$ cat src/rtl/lsu_unit_if.sv
// Execute-side request/response and data-memory bus of the rv32i load/store unit.
// The master modport is the LSU's view; slave is the view of the environment around it.
interface lsu_unit_if;
  logic        req_valid_i;
  logic        req_ready_o;
  logic        req_we_i;
  logic [2:0]  funct3_i;
  logic [31:0] addr_i;
  logic [31:0] wdata_i;
  logic        mem_req_o;
  logic        mem_we_o;
  logic [31:0] mem_addr_o;
  logic [3:0]  mem_be_o;
  logic [31:0] mem_wdata_o;
  logic        mem_gnt_i;
  logic        mem_rvalid_i;
  logic [31:0] mem_rdata_i;
  logic        rsp_valid_o;
  logic [31:0] rsp_data_o;
  logic        err_o;
  logic [1:0]  err_cause_o;

  modport master (
    input  req_valid_i, req_we_i, funct3_i, addr_i, wdata_i,
    input  mem_gnt_i, mem_rvalid_i, mem_rdata_i,
    output req_ready_o, mem_req_o, mem_we_o, mem_addr_o, mem_be_o, mem_wdata_o,
    output rsp_valid_o, rsp_data_o, err_o, err_cause_o
  );

  modport slave (
    output req_valid_i, req_we_i, funct3_i, addr_i, wdata_i,
    output mem_gnt_i, mem_rvalid_i, mem_rdata_i,
    input  req_ready_o, mem_req_o, mem_we_o, mem_addr_o, mem_be_o, mem_wdata_o,
    input  rsp_valid_o, rsp_data_o, err_o, err_cause_o
  );
endinterface

$ cat src/rtl/lsu_unit.sv
// rv32i load/store unit: one data-memory transaction per accepted op, with
// alignment/funct3 checks, byte-lane steering, load extension and a busy timeout.
module lsu_unit #(
  parameter int unsigned TIMEOUT = 255
) (
  input  logic       clk_i,
  input  logic       rst_i,
  lsu_unit_if.master bus
);

  localparam int CW = (TIMEOUT > 1) ? $clog2(TIMEOUT + 1) : 1;

  typedef enum logic [1:0] {S_IDLE, S_REQ, S_WAIT, S_RESP} state_t;

  localparam logic [1:0] CAUSE_NONE    = 2'b00;
  localparam logic [1:0] CAUSE_ALIGN   = 2'b01;
  localparam logic [1:0] CAUSE_ILLEGAL = 2'b10;
  localparam logic [1:0] CAUSE_TIMEOUT = 2'b11;

  state_t        r_state;
  logic          r_ready;
  logic          r_we;
  logic [2:0]    r_funct3;
  logic [1:0]    r_off;
  logic [CW-1:0] r_cnt;
  logic          r_mem_req;
  logic          r_mem_we;
  logic [31:0]   r_mem_addr;
  logic [3:0]    r_mem_be;
  logic [31:0]   r_mem_wdata;
  logic          r_rsp_valid;
  logic [31:0]   r_rsp_data;
  logic          r_err;
  logic [1:0]    r_err_cause;

  logic          w_accept;
  logic          w_illegal;
  logic          w_misalign;
  logic [3:0]    w_be;
  logic [31:0]   w_wdata;
  logic [31:0]   w_shifted;
  logic [31:0]   w_load_data;
  logic [CW-1:0] w_cnt_next;
  logic          w_timeout;

  assign w_accept   = bus.req_valid_i && r_ready;
  assign w_illegal  = bus.req_we_i
                    ? (bus.funct3_i[2] || bus.funct3_i[1:0] == 2'b11)
                    : (bus.funct3_i[1:0] == 2'b11 || bus.funct3_i == 3'b110);
  assign w_misalign = (bus.funct3_i[1:0] == 2'b01 && bus.addr_i[0])
                   || (bus.funct3_i[1:0] == 2'b10 && bus.addr_i[1:0] != 2'b00);
  assign w_cnt_next = r_cnt + 1'b1;
  // Fires on the last permitted busy cycle; only a completing event in that cycle avoids the abort.
  assign w_timeout  = (TIMEOUT != 0) && (w_cnt_next == CW'(TIMEOUT));

  // NOTE: every variable written here gets a value on every path, so no latch is inferred.
  always_comb begin
    w_be    = 4'b1111;
    w_wdata = bus.wdata_i;
    case (bus.funct3_i[1:0])
      2'b00: begin
        w_be    = 4'b0001 << bus.addr_i[1:0];
        w_wdata = {4{bus.wdata_i[7:0]}};
      end
      2'b01: begin
        w_be    = 4'b0011 << bus.addr_i[1:0];
        w_wdata = {2{bus.wdata_i[15:0]}};
      end
      default: ;
    endcase
  end

  always_comb begin
    w_shifted = bus.mem_rdata_i >> {r_off, 3'b000};
    case (r_funct3)
      3'b000:  w_load_data = {{24{w_shifted[7]}}, w_shifted[7:0]};
      3'b001:  w_load_data = {{16{w_shifted[15]}}, w_shifted[15:0]};
      3'b100:  w_load_data = {24'b0, w_shifted[7:0]};
      3'b101:  w_load_data = {16'b0, w_shifted[15:0]};
      default: w_load_data = w_shifted;
    endcase
  end

  // NOTE: state uses non-blocking assignments so every register samples pre-edge values.
  always_ff @(posedge clk_i or posedge rst_i) begin
    if (rst_i) begin
      r_state     <= S_IDLE;
      r_ready     <= 1'b1;
      r_we        <= 1'b0;
      r_funct3    <= 3'b000;
      r_off       <= 2'b00;
      r_cnt       <= '0;
      r_mem_req   <= 1'b0;
      r_mem_we    <= 1'b0;
      r_mem_addr  <= 32'h0;
      r_mem_be    <= 4'h0;
      r_mem_wdata <= 32'h0;
      r_rsp_valid <= 1'b0;
      r_rsp_data  <= 32'h0;
      r_err       <= 1'b0;
      r_err_cause <= CAUSE_NONE;
    end else begin
      r_rsp_valid <= 1'b0;
      r_err       <= 1'b0;
      case (r_state)
        S_IDLE: begin
          if (w_accept) begin
            r_ready  <= 1'b0;
            r_we     <= bus.req_we_i;
            r_funct3 <= bus.funct3_i;
            r_off    <= bus.addr_i[1:0];
            r_cnt    <= '0;
            if (w_illegal || w_misalign) begin
              r_state     <= S_RESP;
              r_rsp_valid <= 1'b1;
              r_rsp_data  <= 32'h0;
              r_err       <= 1'b1;
              r_err_cause <= w_illegal ? CAUSE_ILLEGAL : CAUSE_ALIGN;
            end else begin
              r_state     <= S_REQ;
              r_mem_req   <= 1'b1;
              r_mem_we    <= bus.req_we_i;
              r_mem_addr  <= {bus.addr_i[31:2], 2'b00};
              r_mem_be    <= w_be;
              r_mem_wdata <= w_wdata;
            end
          end
        end
        S_REQ: begin
          r_cnt <= w_cnt_next;
          if (bus.mem_gnt_i && r_we) begin
            r_state     <= S_RESP;
            r_mem_req   <= 1'b0;
            r_mem_we    <= 1'b0;
            r_rsp_valid <= 1'b1;
            r_rsp_data  <= 32'h0;
            r_err_cause <= CAUSE_NONE;
          end else if (w_timeout) begin
            r_state     <= S_RESP;
            r_mem_req   <= 1'b0;
            r_mem_we    <= 1'b0;
            r_rsp_valid <= 1'b1;
            r_rsp_data  <= 32'h0;
            r_err       <= 1'b1;
            r_err_cause <= CAUSE_TIMEOUT;
          end else if (bus.mem_gnt_i) begin
            r_state   <= S_WAIT;
            r_mem_req <= 1'b0;
            r_mem_we  <= 1'b0;
          end
        end
        S_WAIT: begin
          r_cnt <= w_cnt_next;
          if (bus.mem_rvalid_i) begin
            r_state     <= S_RESP;
            r_rsp_valid <= 1'b1;
            r_rsp_data  <= w_load_data;
            r_err_cause <= CAUSE_NONE;
          end else if (w_timeout) begin
            r_state     <= S_RESP;
            r_rsp_valid <= 1'b1;
            r_rsp_data  <= 32'h0;
            r_err       <= 1'b1;
            r_err_cause <= CAUSE_TIMEOUT;
          end
        end
        S_RESP: begin
          r_state <= S_IDLE;
          r_ready <= 1'b1;
        end
        default: r_state <= S_IDLE;
      endcase
    end
  end

  assign bus.req_ready_o = r_ready;
  assign bus.mem_req_o   = r_mem_req;
  assign bus.mem_we_o    = r_mem_we;
  assign bus.mem_addr_o  = r_mem_addr;
  assign bus.mem_be_o    = r_mem_be;
  assign bus.mem_wdata_o = r_mem_wdata;
  assign bus.rsp_valid_o = r_rsp_valid;
  assign bus.rsp_data_o  = r_rsp_data;
  assign bus.err_o       = r_err;
  assign bus.err_cause_o = r_err_cause;

endmodule

$ cat src/flat_wrapper.sv
// flat-port wrapper written by rule: the top's interface ports become plain ports
module lsu_unit_flat 
#(
  parameter int unsigned TIMEOUT = 255
)
  (clk_i, rst_i, bus_req_valid_i, bus_req_we_i, bus_funct3_i, bus_addr_i, bus_wdata_i, bus_mem_gnt_i, bus_mem_rvalid_i, bus_mem_rdata_i, bus_req_ready_o, bus_mem_req_o, bus_mem_we_o, bus_mem_addr_o, bus_mem_be_o, bus_mem_wdata_o, bus_rsp_valid_o, bus_rsp_data_o, bus_err_o, bus_err_cause_o);
  lsu_unit_if bus_i ();
  input  logic clk_i;
  input  logic rst_i;
  input wire logic [$bits(bus_i.req_valid_i)-1:0] bus_req_valid_i;
  input wire logic [$bits(bus_i.req_we_i)-1:0] bus_req_we_i;
  input wire logic [$bits(bus_i.funct3_i)-1:0] bus_funct3_i;
  input wire logic [$bits(bus_i.addr_i)-1:0] bus_addr_i;
  input wire logic [$bits(bus_i.wdata_i)-1:0] bus_wdata_i;
  input wire logic [$bits(bus_i.mem_gnt_i)-1:0] bus_mem_gnt_i;
  input wire logic [$bits(bus_i.mem_rvalid_i)-1:0] bus_mem_rvalid_i;
  input wire logic [$bits(bus_i.mem_rdata_i)-1:0] bus_mem_rdata_i;
  output wire logic [$bits(bus_i.req_ready_o)-1:0] bus_req_ready_o;
  output wire logic [$bits(bus_i.mem_req_o)-1:0] bus_mem_req_o;
  output wire logic [$bits(bus_i.mem_we_o)-1:0] bus_mem_we_o;
  output wire logic [$bits(bus_i.mem_addr_o)-1:0] bus_mem_addr_o;
  output wire logic [$bits(bus_i.mem_be_o)-1:0] bus_mem_be_o;
  output wire logic [$bits(bus_i.mem_wdata_o)-1:0] bus_mem_wdata_o;
  output wire logic [$bits(bus_i.rsp_valid_o)-1:0] bus_rsp_valid_o;
  output wire logic [$bits(bus_i.rsp_data_o)-1:0] bus_rsp_data_o;
  output wire logic [$bits(bus_i.err_o)-1:0] bus_err_o;
  output wire logic [$bits(bus_i.err_cause_o)-1:0] bus_err_cause_o;
  assign bus_i.req_valid_i = bus_req_valid_i;
  assign bus_i.req_we_i = bus_req_we_i;
  assign bus_i.funct3_i = bus_funct3_i;
  assign bus_i.addr_i = bus_addr_i;
  assign bus_i.wdata_i = bus_wdata_i;
  assign bus_i.mem_gnt_i = bus_mem_gnt_i;
  assign bus_i.mem_rvalid_i = bus_mem_rvalid_i;
  assign bus_i.mem_rdata_i = bus_mem_rdata_i;
  assign bus_req_ready_o = bus_i.req_ready_o;
  assign bus_mem_req_o = bus_i.mem_req_o;
  assign bus_mem_we_o = bus_i.mem_we_o;
  assign bus_mem_addr_o = bus_i.mem_addr_o;
  assign bus_mem_be_o = bus_i.mem_be_o;
  assign bus_mem_wdata_o = bus_i.mem_wdata_o;
  assign bus_rsp_valid_o = bus_i.rsp_valid_o;
  assign bus_rsp_data_o = bus_i.rsp_data_o;
  assign bus_err_o = bus_i.err_o;
  assign bus_err_cause_o = bus_i.err_cause_o;
  lsu_unit #(.TIMEOUT(TIMEOUT)) u_core (.clk_i(clk_i), .rst_i(rst_i), .bus(bus_i));
endmodule
$ cat config.mk
export PLATFORM = sky130hd
export DESIGN_NAME = lsu_unit_flat
export DESIGN_NICKNAME = d
export VERILOG_FILES = /design/src/rtl/lsu_unit_if.sv /design/src/rtl/lsu_unit.sv /design/src/flat_wrapper.sv
export SDC_FILE = /design/constraint.sdc
export NUM_CORES = 1
export LEC_CHECK = 0
export BUFFER_PORTS_ARGS = -buffer_cell sky130_fd_sc_hd__buf_2
export CORE_ASPECT_RATIO = 1.1
export CORE_MARGIN = 8
export CORE_UTILIZATION = 40
export CTS_CLUSTER_DIAMETER = 50
export CTS_CLUSTER_SIZE = 30
export DETAILED_ROUTE_END_ITERATION = 8
export PLACE_DENSITY = 0.64
export SLEW_MARGIN = 15
export SYNTH_ARGS = -nofsm -noshare
export SYNTH_HDL_FRONTEND = slang
export SYNTH_SLANG_ARGS = --single-unit
$ cat constraint.sdc
create_clock -name clk_i -period 7.2 [get_ports clk_i]
set_input_delay 0.72 -clock clk_i [delete_from_list [all_inputs] [get_ports clk_i]]
set_output_delay 0.72 -clock clk_i [all_outputs]
set_load 0.005 [all_outputs]
# After elaboration in Yosys (flattened, before gate mapping)
# Index checks and enable logic that the tools add are counted.
[word_totals]
word_cells = 107
mem_bits_rw = 0
reg_bits = 121
romBits = 0
out_inout_bits = 107
latch_bits = 0
n_memories = 0
inputBits = 105
[op_classes]
n_shift = 3
n_div = 0
n_eq_ne = 16
bitwise_logic = 1
magnitude_cmp = 0
reduce_logical = 24
add_sub_neg = 1
multipliers = 0
muxes = 47
[ops]
columns = ["op", "count"]
rows = [
  ["$mux W32", 5],
  ["$pmux W32 S4", 1],
  ["$pmux W32 S3", 1],
  ["$pmux W32 S2", 1],
  ["$shr A32 B5 Y32", 1],
  ["$mux W2", 13],
  ["$mux W1", 16],
  ["$pmux W8 S2", 1],
  ["$eq A3 B3 Y1 const B", 3],
  ["$reduce_and A3 Y1", 3],
  ["$add A8 B1 Y8 const B", 1],
  ["$eq A2 B2 Y1 const B", 4],
  ["$eq A8 B8 Y1 const B", 1],
  ["$mux W8", 1],
  ["$pmux W2 S4", 1],
  ["$pmux W4 S2", 1],
  ["$reduce_bool A2 Y1", 4],
  ["$pmux W1 S2", 3],
  ["$pmux W1 S3", 2],
  ["$pmux W2 S3", 1],
  ["$reduce_and A2 Y1", 3],
  ["$eq A2 B1 Y1 const B", 2],
  ["$logic_and A1 B1 Y1", 4],
  ["$logic_not A2 Y1", 2],
  ["other kinds (13)", 17],
]

# Longest topological paths before layout
[depth]
word_depth = 7
mapped_depth = 11
ltp_nobuf = 8

# Least setup slack after synthesis
# OpenSTA, ideal clock, no wires.
[synth_timing]
path_kind = "register to register"
startpoint = "register u_core.r_state[0]"
endpoint = "register u_core.r_rsp_data[17], in the netlist u_core.bus.rsp_data_o[17]"
setup_ns = 0.065
synth_period_minus_slack_ns = 2.344
required_time_ns = 7.135
t_arrival_ns = 2.279
n_path_buf = 3
setup_slack_ns = 4.856
path_stages_with_launch = 12
cell_sequence = "dfrtp_1 inv_1 ha_1 buf_2 a21boi_1 nor2_4 nand2_2 or3b_1 buf_2 a31oi_4 buf_4 a22o_1"
[synth_via]
elab_chain_len = 3
elab_cells_between_ends = 8
classes_between = "eq/ne: 4; mux: 1; reduce/logical: 3"
[synth_rtl]
columns = ["element", "line", "text"]
rows = [
  ["start: declaration", "lsu_unit.sv:20", "state_t r_state;"],
  ["start signal: assignment", "lsu_unit.sv:87", "r_state <= S_IDLE;"],
  ["start signal: assignment", "lsu_unit.sv:114", "r_state <= S_RESP;"],
  ["start signal: assignment", "lsu_unit.sv:120", "r_state <= S_REQ;"],
  ["$eq A2 B1 Y1, or another cell as far along", "lsu_unit.sv:105", "case (r_state)"],
  ["$reduce_bool A3 Y1 (no source line) / $ne A2 B1 Y1 (equally long branches)", "--", ""],
  ["$reduce_and A3 Y1 (no source line)", "--", ""],
  ["end signal: assignment", "lsu_unit.sv:157", "r_rsp_data <= w_load_data;"],
  ["end: declaration", "lsu_unit.sv:32", "logic [31:0] r_rsp_data;"],
]
# Parallel ways exist; a longest one is shown, timed or not.
# A chain may end at the register's enable or synchronous reset.

# Worst setup path in the final report
[layout_timing]
startpoint = "register u_core.r_state[0]"
endpoint = "register u_core.r_rsp_data[20], in the netlist u_core.bus.rsp_data_o[20]"
# Same word-level chain as after synthesis.

==> flow_summary.toml <==
[outcome]
status = "finished, final reports clean"

[clocking]
cts_hold_buf = 0
clock_path_buffers = 2
cts.sink_count = 121
htreeDepth = 4
postCtsSetupRepairBufs = 0
tritoncts = "done"
cts_buffers = 17
clk_pin_slew_ns = 0.06
cts_root_buffer = "clkbuf_16"
clock_latency_ns = 0.42
cts_resized = 0

[logic_synthesis]
yosys.area.top_type_share_pct = 50.5
yosysWarnings = 0
ys_ff_latch = 121
ys_seq_area_share_pct = 50.9
synth-edff-count = 0
synth.distinct_cells = 51
synthMuxAreaShare_pct = 17.1
synth.area.top_cells = "dfrtp_1 (50%), mux2_2 (9.8%), mux2i_1 (7.2%)"
synth_top_family_by_area = "multiplexers"
ys.flop_type = "dfrtp_1"
synthCells = 569
synth_compound_area_share_pct = 15.1
syn_area_per_cell_um2 = 10.5
synth_area_um2 = 5950
synth-simple-area-share_pct = 11.0
yosys.area_share.adder_pct = 1.47
async_flop_share_pct = 100
synth_largest_area_cell = "dfrtp_1"
synth-xor-area-share_pct = 0.589

[sta]
finalSetupViolCount = 0
drv_slew = 0
worst_slew_pin_slew_ns = 1.04
period_needed_ns = 2.93
finalClockSkew_ns = 0.00796
fin_crit_sh_pct = 40.7
hold_viol_final = 0
fin_setup_tns_ns = 0
slew_headroom_pct = 30.6
grt_setup_unrepaired = "false"
fmax_ghz = 0.341

[setup_path]
crit_required_ns = 7.55
cp.arrival_ns = 3.28
slowest_delay_ns = 0.68
start_kind = "flip-flop"
crit_family = "simple AND/OR/NAND/NOR gates"
reg2reg_depth = 8
timing.rr.end = "u_core.bus.rsp_data_o[20]"
endpoint_kind = "flip-flop"
critPathBufInv = 1
critical_path_class = "flip-flop to flip-flop"
crit_path_max_fanout = 17
r2r-start = "u_core.r_state[0]"
slowest_stage = "or3b_1"
worstPathCellList = "inv_1 -> ha_1 -> a21boi_1 -> nor2_4 -> nand2_2 -> or3b_1 -> a31oi_4 -> a22o_1"
rrSetupSlack_ns = 4.27

[die]
die_width_um = 132
core_area_um2 = 14500
pin_count = 212
dieArea_um2 = 19000
initial_core_util_pct = 41.0
die_h_um = 144
std_cell_rows = 46

[min_path]
hold_path_class = "input port to asynchronous set/reset pin"

[final_layout]
final_common_cell = "buf_2"
seq_area_um2 = 3030
multi_input_area_um2 = 2710
areaGrowthSynthToFinish_pct = 30.2
fillers = 1312
layout-drive-gt1-share_pct = 39.8
final_nets = 871
final_design_area_no_fill_um2 = 7740
final_util_pct = 53.4
final_cell_mix = "buf_2 (209), dfrtp_1 (120), nand2_1 (94), o21ai_0 (62), mux2_2 (52)"

[routing]
vias = 4961
wire_per_inst_um = 17.4
first_pass_iters = 4
ant_nets = 0
initialDrtViolationCount = 296
routed_via_density = 5.14
drc = 0
routed_wl_mm = 16.8

[global_route]
grt_max_degree = 99
antenna_found_initial = 1
overflow = 0
met1_usage_pct = 19.8
gr-usage-met2_pct = 29.4
grt_util_all_layers_pct = 18.1
busiest_layer = "met2"
use_met3_pct = 8.45
first_global_vias = 5204
grt_pass1_wl_mm = 27.2

[power]
power.total_mw = 3.26
leakage_nw = 4.04
vdd_drop_max_mv = 0.240
power_density_nw_per_um2 = 421

[placed_design]
placed_area_um2 = 7080
port_buffers = 209
place_congestion = 0.854
dpl.hpwl_mm = 12.7

[job]
drv_cap = 0
==> worst max-delay path by stage <==
stage                       from  cells past startpoint                         to
2_1_floorplan              rst_i                      1  u_core.bus.err_cause_o[0]
6_report       u_core.r_state[0]                      8  u_core.bus.rsp_data_o[20]
5_1_grt        u_core.r_state[0]                      8  u_core.bus.rsp_data_o[20]
3_3_place_gp     bus_funct3_i[1]                      7        u_core.bus.mem_we_o
4_1_cts        u_core.r_state[0]                      8  u_core.bus.rsp_data_o[20]
3_5_place_dp     bus_funct3_i[1]                      7        u_core.bus.mem_we_o
==> final cells by class <==
| cell class | instances | area share, % |
|---|---|---|
| Multi-Input combinational cell | 398 | 35.0 |
| Tap cell | 192 | 3.10 |
| Clock buffer | 18 | 5.67 |
| Sequential cell | 121 | 39.1 |
| Inverter | 10 | 0.517 |
| Timing Repair Buffer | 211 | 13.7 |
| Clock inverter | 14 | 2.84 |
| Antenna cell | 1 | 0.0323 |
==> per-stage QoR <==
| stage | hold slack [ns] | setup WS [ns] | cells |
|---|---|---|---|
| finish | 0.377 | 4.27 | 965 |
| global route | 0.421 | 4.05 | 965 |
| CTS | 0.390 | 4.26 | 964 |
| detailed placement | 0.463 | 4.02 | 932 |
| global placement | 0.458 | 4.07 | 932 |
| floorplan | 0.460 | 3.27 | 570 |
==> cells by family (layout without fill, tap and decap cells) <==
logic type      after synthesis  after routing
simple gates                149            149
compound gates              141            141
flops                       121            121
mux                          95             95
buf+inv                      51            253
fa+ha+maj                     7              7
xor+xnor                      4              4
other cells                   1              3
==> registers in the layout, summed over array words and instances, names as in the netlist, 2 cells and up <==
| register | count |
|---|---|
| u_core.bus.rsp_data_o | 32 |
| u_core.bus.mem_wdata_o | 32 |
| u_core.bus.mem_be_o | 4 |
| u_core.bus.err_cause_o | 2 |
| u_core.r_funct3 | 3 |
| u_core.r_cnt | 8 |
| u_core.bus.mem_addr_o | 30 |
| u_core.r_off | 2 |
| u_core.r_state | 2 |
==> cells in the mapped netlist, types with 9 or more instances <==
cell type  instances
a22o_1            16
nor2_1            24
mux2_2            52
clkbuf_1          27
mux2i_1           43
o21ai_0           62
nand2_1           94
a21oi_1           26
o2bb2ai_1          9
a21o_1            10
dfrtp_1          120
inv_1             10
==> per-layer routing <==
metal / part of all wire (%) / wire (um)
met5: 0 / 0
met4: 2.4 / 398
met3: 9.8 / 1650
met2: 47 / 8000
met1: 40 / 6790
==> where the power goes <==
group          switching [mW]  leakage, nW  internal (mW)
clock                   0.318        0.309          0.625
sequential              0.194         1.56          0.950
combinational           0.627         2.17          0.543
(Power assumes the default switching activity.)
